`src/rtl/count_capture_fifo.sv`:
```
// Snapshot FIFO for the 2-bit counter stage: captures count_in on each event strobe
// and presents the snapshots on a registered valid/ready port, with drop accounting.
module count_capture_fifo #(
  parameter int CW    = 2,
  parameter int DEPTH = 4,
  parameter int AW    = 2,
  parameter int DW    = 8
) (
  input  logic          clk,
  input  logic          reset,
  input  logic [CW-1:0] count_in,
  input  logic          capture,
  input  logic          ovf_clr,
  output logic          out_valid,
  input  logic          out_ready,
  output logic [CW-1:0] out_data,
  output logic [AW:0]   level,
  output logic          full,
  output logic          empty,
  output logic          overflow,
  output logic [DW-1:0] drop_cnt
);

  logic [CW-1:0] mem [DEPTH];
  logic [AW-1:0] rd_ptr;
  logic [AW-1:0] wr_ptr;
  logic [AW-1:0] rd_nxt;
  logic [AW:0]   level_nxt;
  logic          push;
  logic          pop;
  logic          drop;

  assign full  = (level == (AW+1)'(DEPTH));
  assign empty = (level == '0);

  always_comb begin
    pop       = out_valid && out_ready;
    push      = capture && (!full || pop);
    drop      = capture && full && !pop;
    rd_nxt    = pop ? rd_ptr + 1'b1 : rd_ptr;
    level_nxt = level;
    if (push && !pop)
      level_nxt = level + 1'b1;
    else if (pop && !push)
      level_nxt = level - 1'b1;
  end

  // storage is don't-care after reset, so it carries no reset term
  always_ff @(posedge clk) begin
    if (push)
      mem[wr_ptr] <= count_in;
  end

  always_ff @(posedge clk or negedge reset) begin
    if (!reset) begin
      rd_ptr    <= '0;
      wr_ptr    <= '0;
      level     <= '0;
      out_valid <= 1'b0;
      out_data  <= '0;
    end else begin
      rd_ptr    <= rd_nxt;
      level     <= level_nxt;
      out_valid <= (level_nxt != '0);
      if (push)
        wr_ptr <= wr_ptr + 1'b1;
      // the new head may be the entry being written on this same edge
      if (level_nxt != '0)
        out_data <= (push && (wr_ptr == rd_nxt)) ? count_in : mem[rd_nxt];
    end
  end

  always_ff @(posedge clk or negedge reset) begin
    if (!reset) begin
      overflow <= 1'b0;
      drop_cnt <= '0;
    end else if (drop) begin
      overflow <= 1'b1;
      if (ovf_clr)
        drop_cnt <= DW'(1);
      else if (drop_cnt != '1)
        drop_cnt <= drop_cnt + 1'b1;
    end else if (ovf_clr) begin
      overflow <= 1'b0;
      drop_cnt <= '0;
    end
  end

endmodule

```
`config.mk`:
```
export PLATFORM = sky130hd
export DESIGN_NAME = count_capture_fifo
export DESIGN_NICKNAME = d
export VERILOG_FILES = /design/src/rtl/count_capture_fifo.sv
export SDC_FILE = /design/constraint.sdc
export NUM_CORES = 1
export LEC_CHECK = 0
export ABC_AREA = 1
export CAP_MARGIN = 0
export CORE_UTILIZATION = 30
export CTS_BUF_LIST = sky130_fd_sc_hd__clkbuf_8
export CTS_CLUSTER_DIAMETER = 50
export CTS_CLUSTER_SIZE = 8
export DETAILED_ROUTE_END_ITERATION = 10
export HOLD_SLACK_MARGIN = 0.08
export PLACE_DENSITY_LB_ADDON = 0.12
export SETUP_SLACK_MARGIN = 0.5
export SYNTH_ARGS = -nofsm -noshare
export SYNTH_HDL_FRONTEND = slang
export SYNTH_SLANG_ARGS = --single-unit
```
`constraint.sdc`:
```
create_clock -name clk -period 1.5 [get_ports clk]
set_input_delay 0.375 -clock clk [delete_from_list [all_inputs] [get_ports clk]]
set_output_delay 0.375 -clock clk [all_outputs]
set_load 0.02 [all_outputs]
```
==> results.ini <==
[critical_path]
crit_slowest_cell=dfrtp_2
r2r-end=drop_cnt[7]$_DFFE_PN0P_
cp_max_fo=2
critical_path.cell_chain=inv_2 > ha_4 > inv_2 > nor2_2 > buf_4
cp.arrival_ns=1.20
crit_top_cell=inv_2
rr_worst_depth=12
end_kind=output pin
critPathLaunchType=flop
critPathKind=flop to output pin
reg2reg_from=level[0]$_DFF_PN0_
max_stage_delay_ns=0.43
rrSetupSlack_ns=-0.04
cp_data_required_time_ns=1.12

[logic_synthesis]
synth.yosys.seq_area_share=0.467
synth_area_leader_cell=dfrtp_1
syn_inst=180
synthesis.area_mm2=0.00153
avgSynthCellArea_um2=8.52
synth_edf_count=8
netlist.area_leader.share=0.310
synthTopCellsByArea=dfrtp_1, edfxtp_1, nand2_1, nand3_1, ha_1
synth_flop_cell=dfrtp_1
synth_nets=195
synth_seq_cells=27
synth_warnings=0
synth.distinct_cells=24
async_flop_share=0.704

[timing]
slew_headroom=0.747
timing.final.crit_share=1.05
skew_ns=0.00582
worst_pin_slew_ns=0.379
rsz0062_at_grt=yes
slew_violations=0
fin_ws_ns=-0.0768
fmax_mhz=634
layout_min_cycle_time_ns=1.58
hold_viol=0
setup_viol=7
whs_ns=0.447

[power]
p_per_area_mw_per_mm2=1680
ir_drop_mv=0.647
leakagePower_nw=1.22

[cells_and_area]
layout-drive-gt1-share=0.524
final_cell_mix=buf_6, nand2_1, inv_1, buf_4, nand3_1
fin_util=0.539
diodes=0
layout_commonest_cell=buf_6
area_growth_pct=69.3
final_net_count=270

[die]
rows=25
start_util=0.318
die_area_mm2=0.00540
die_h_um=73.5
core_mm2=0.00482
die_x_um=73.5
num_io_pins=24

[placed_design]
dp_hpwl_um=2620
gp_congestion=0.778
portBuffers=23

[flow_run]
cap_violations=0

[route]
wl_met3_um=84
antenna_left=0
first_pass_iters=4
highest_layer=met4
wl_per_cell_um=12.0
dr_wl_met2_um=2060
wl_met1_um=1670
drc=0
drtIter0Drc=31
avgViaCountPerCell=4.47
vias=1434
routed_wl_um=3870

[clock_network]
cts_made_buffers=3
insertion_delay_ns=0.27
clk_pin_slew_worst_paths_ns=0.09
cts_tree=yes
cts_root_buf=clkbuf_8
cts_htree_levels=1
clock_path_buffers=2
clock-sinks=27

[status]
status=finished, violations left
violations=setup timing

[global_routing]
grt_pass1_wl_um=6390
grt_pass1_vias=1443
grtUsageTotal=0.155
antenna_found_initial=0
grt_start_max_net_pins=20
grt_overflow=0

[worst_hold_path]
hp-class=primary input to async pin

[power by group]
part	internal, mW	total [mW]	switching, mW
Sequential	0.979	1.17	0.192
Clock	0.184	0.413	0.230
Combinational	1.39	2.77	1.38
Total	2.55	4.35	1.80
[kinds of logic (layout without fill, tap and decap cells)]
family                   after synthesis  count (layout)  synth area share
adder cells (fa/ha/maj)                8               8            0.0653
AO/OA/AOI/OAI                         11              11            0.0375
XOR/XNOR                               1               1           0.00572
flip-flops                            27              27             0.467
buffers and inverters                 28             102            0.0686
AND/OR/NAND/NOR                      105             105             0.356
[area by class of cell]
class | count | area, um^2
clock buffer | 3 | 41.3
multi-input combinational | 125 | 938
tap | 67 | 83.8
sequential | 27 | 724
fill | 451 | 2220
timing repair buffer | 70 | 691
clock inverter | 1 | 3.75
inverter | 28 | 113
[how the worst max path moves through the flow]
| stage | start | endpoint | slack [ns] | cells past startpoint |
|---|---|---|---|---|
| final | level[0]$_DFF_PN0_ | empty | -0.08 | 5 |
| after detailed placement | out_ready | out_data[1]$_DFFE_PN0P_ | -0.43 | 10 |
| after CTS | level[0]$_DFF_PN0_ | empty | -0.06 | 5 |
| after floorplan | level[0]$_DFF_PN0_ | drop_cnt[7]$_DFFE_PN0P_ | 0.06 | 11 |
| after global routing | drop_cnt[0]$_DFFE_PN0P_ | drop_cnt[5]$_DFFE_PN0P_ | -0.16 | 10 |
| after global placement | out_ready | out_data[1]$_DFFE_PN0P_ | -0.38 | 8 |
[layer usage]
metal	GRT usage	up-vias
li1	-	729
met1	0.194	678
met2	0.271	22
met4	0.0513	0
met3	0.0247	5
met5	0	-
[critical path: cells and delay by family, from the launching register on]
| family | cells | cell delay [ns] |
|---|---|---|
| buf+inv | 3 | 0.26 |
| simple gates | 1 | 0.09 |
| flops | 1 | 0.43 |
| fa+ha+maj | 1 | 0.15 |
[synthesized netlist by cell type, types with 2 or more instances]
library cell  instances
edfxtp_1              8
nand2_4               4
nand2_1              40
nor2_4                2
dfrtp_1              19
ha_1                  8
nand3_2               2
o21ai_0               6
nand4_1               5
nand3_1              25
a21oi_1               3
nand2_2              10
nor2_1               12
inv_1                26
[metrics by stage]
step / instances / cell area, um^2 / setup TNS [ns] / setup WS [ns] / power [mW]
CTS: 313 / 2460 / -0.185 / -0.0643 / 4.18
global route: 321 / 2590 / -1.29 / -0.162 / 4.68
detailed placement: 288 / 2070 / -6.93 / -0.425 / 3.21
finish: 321 / 2590 / -0.277 / -0.0768 / 4.35
global placement: 288 / 2070 / -6.27 / -0.378 / 3.18
floorplan: 180 / 1620 / 0 / 0.0558 / 2.45
[flip-flops by register name (all words and copies together) (netlist names)]
name	flops
drop_cnt	8
mem	8
level	3
out_data	2
rd_ptr	2
wr_ptr	2
out_valid	1
overflow	1
[timing repair]
action	4_1_cts	5_1_grt
buffers inserted	21	8
gates cloned	0	0
pin swaps	20	20
hold buffers	0	0
endpoints found under the setup margin	44	44
gates resized for setup	149	22
Note: power is estimated with default switching activity, not from simulation.
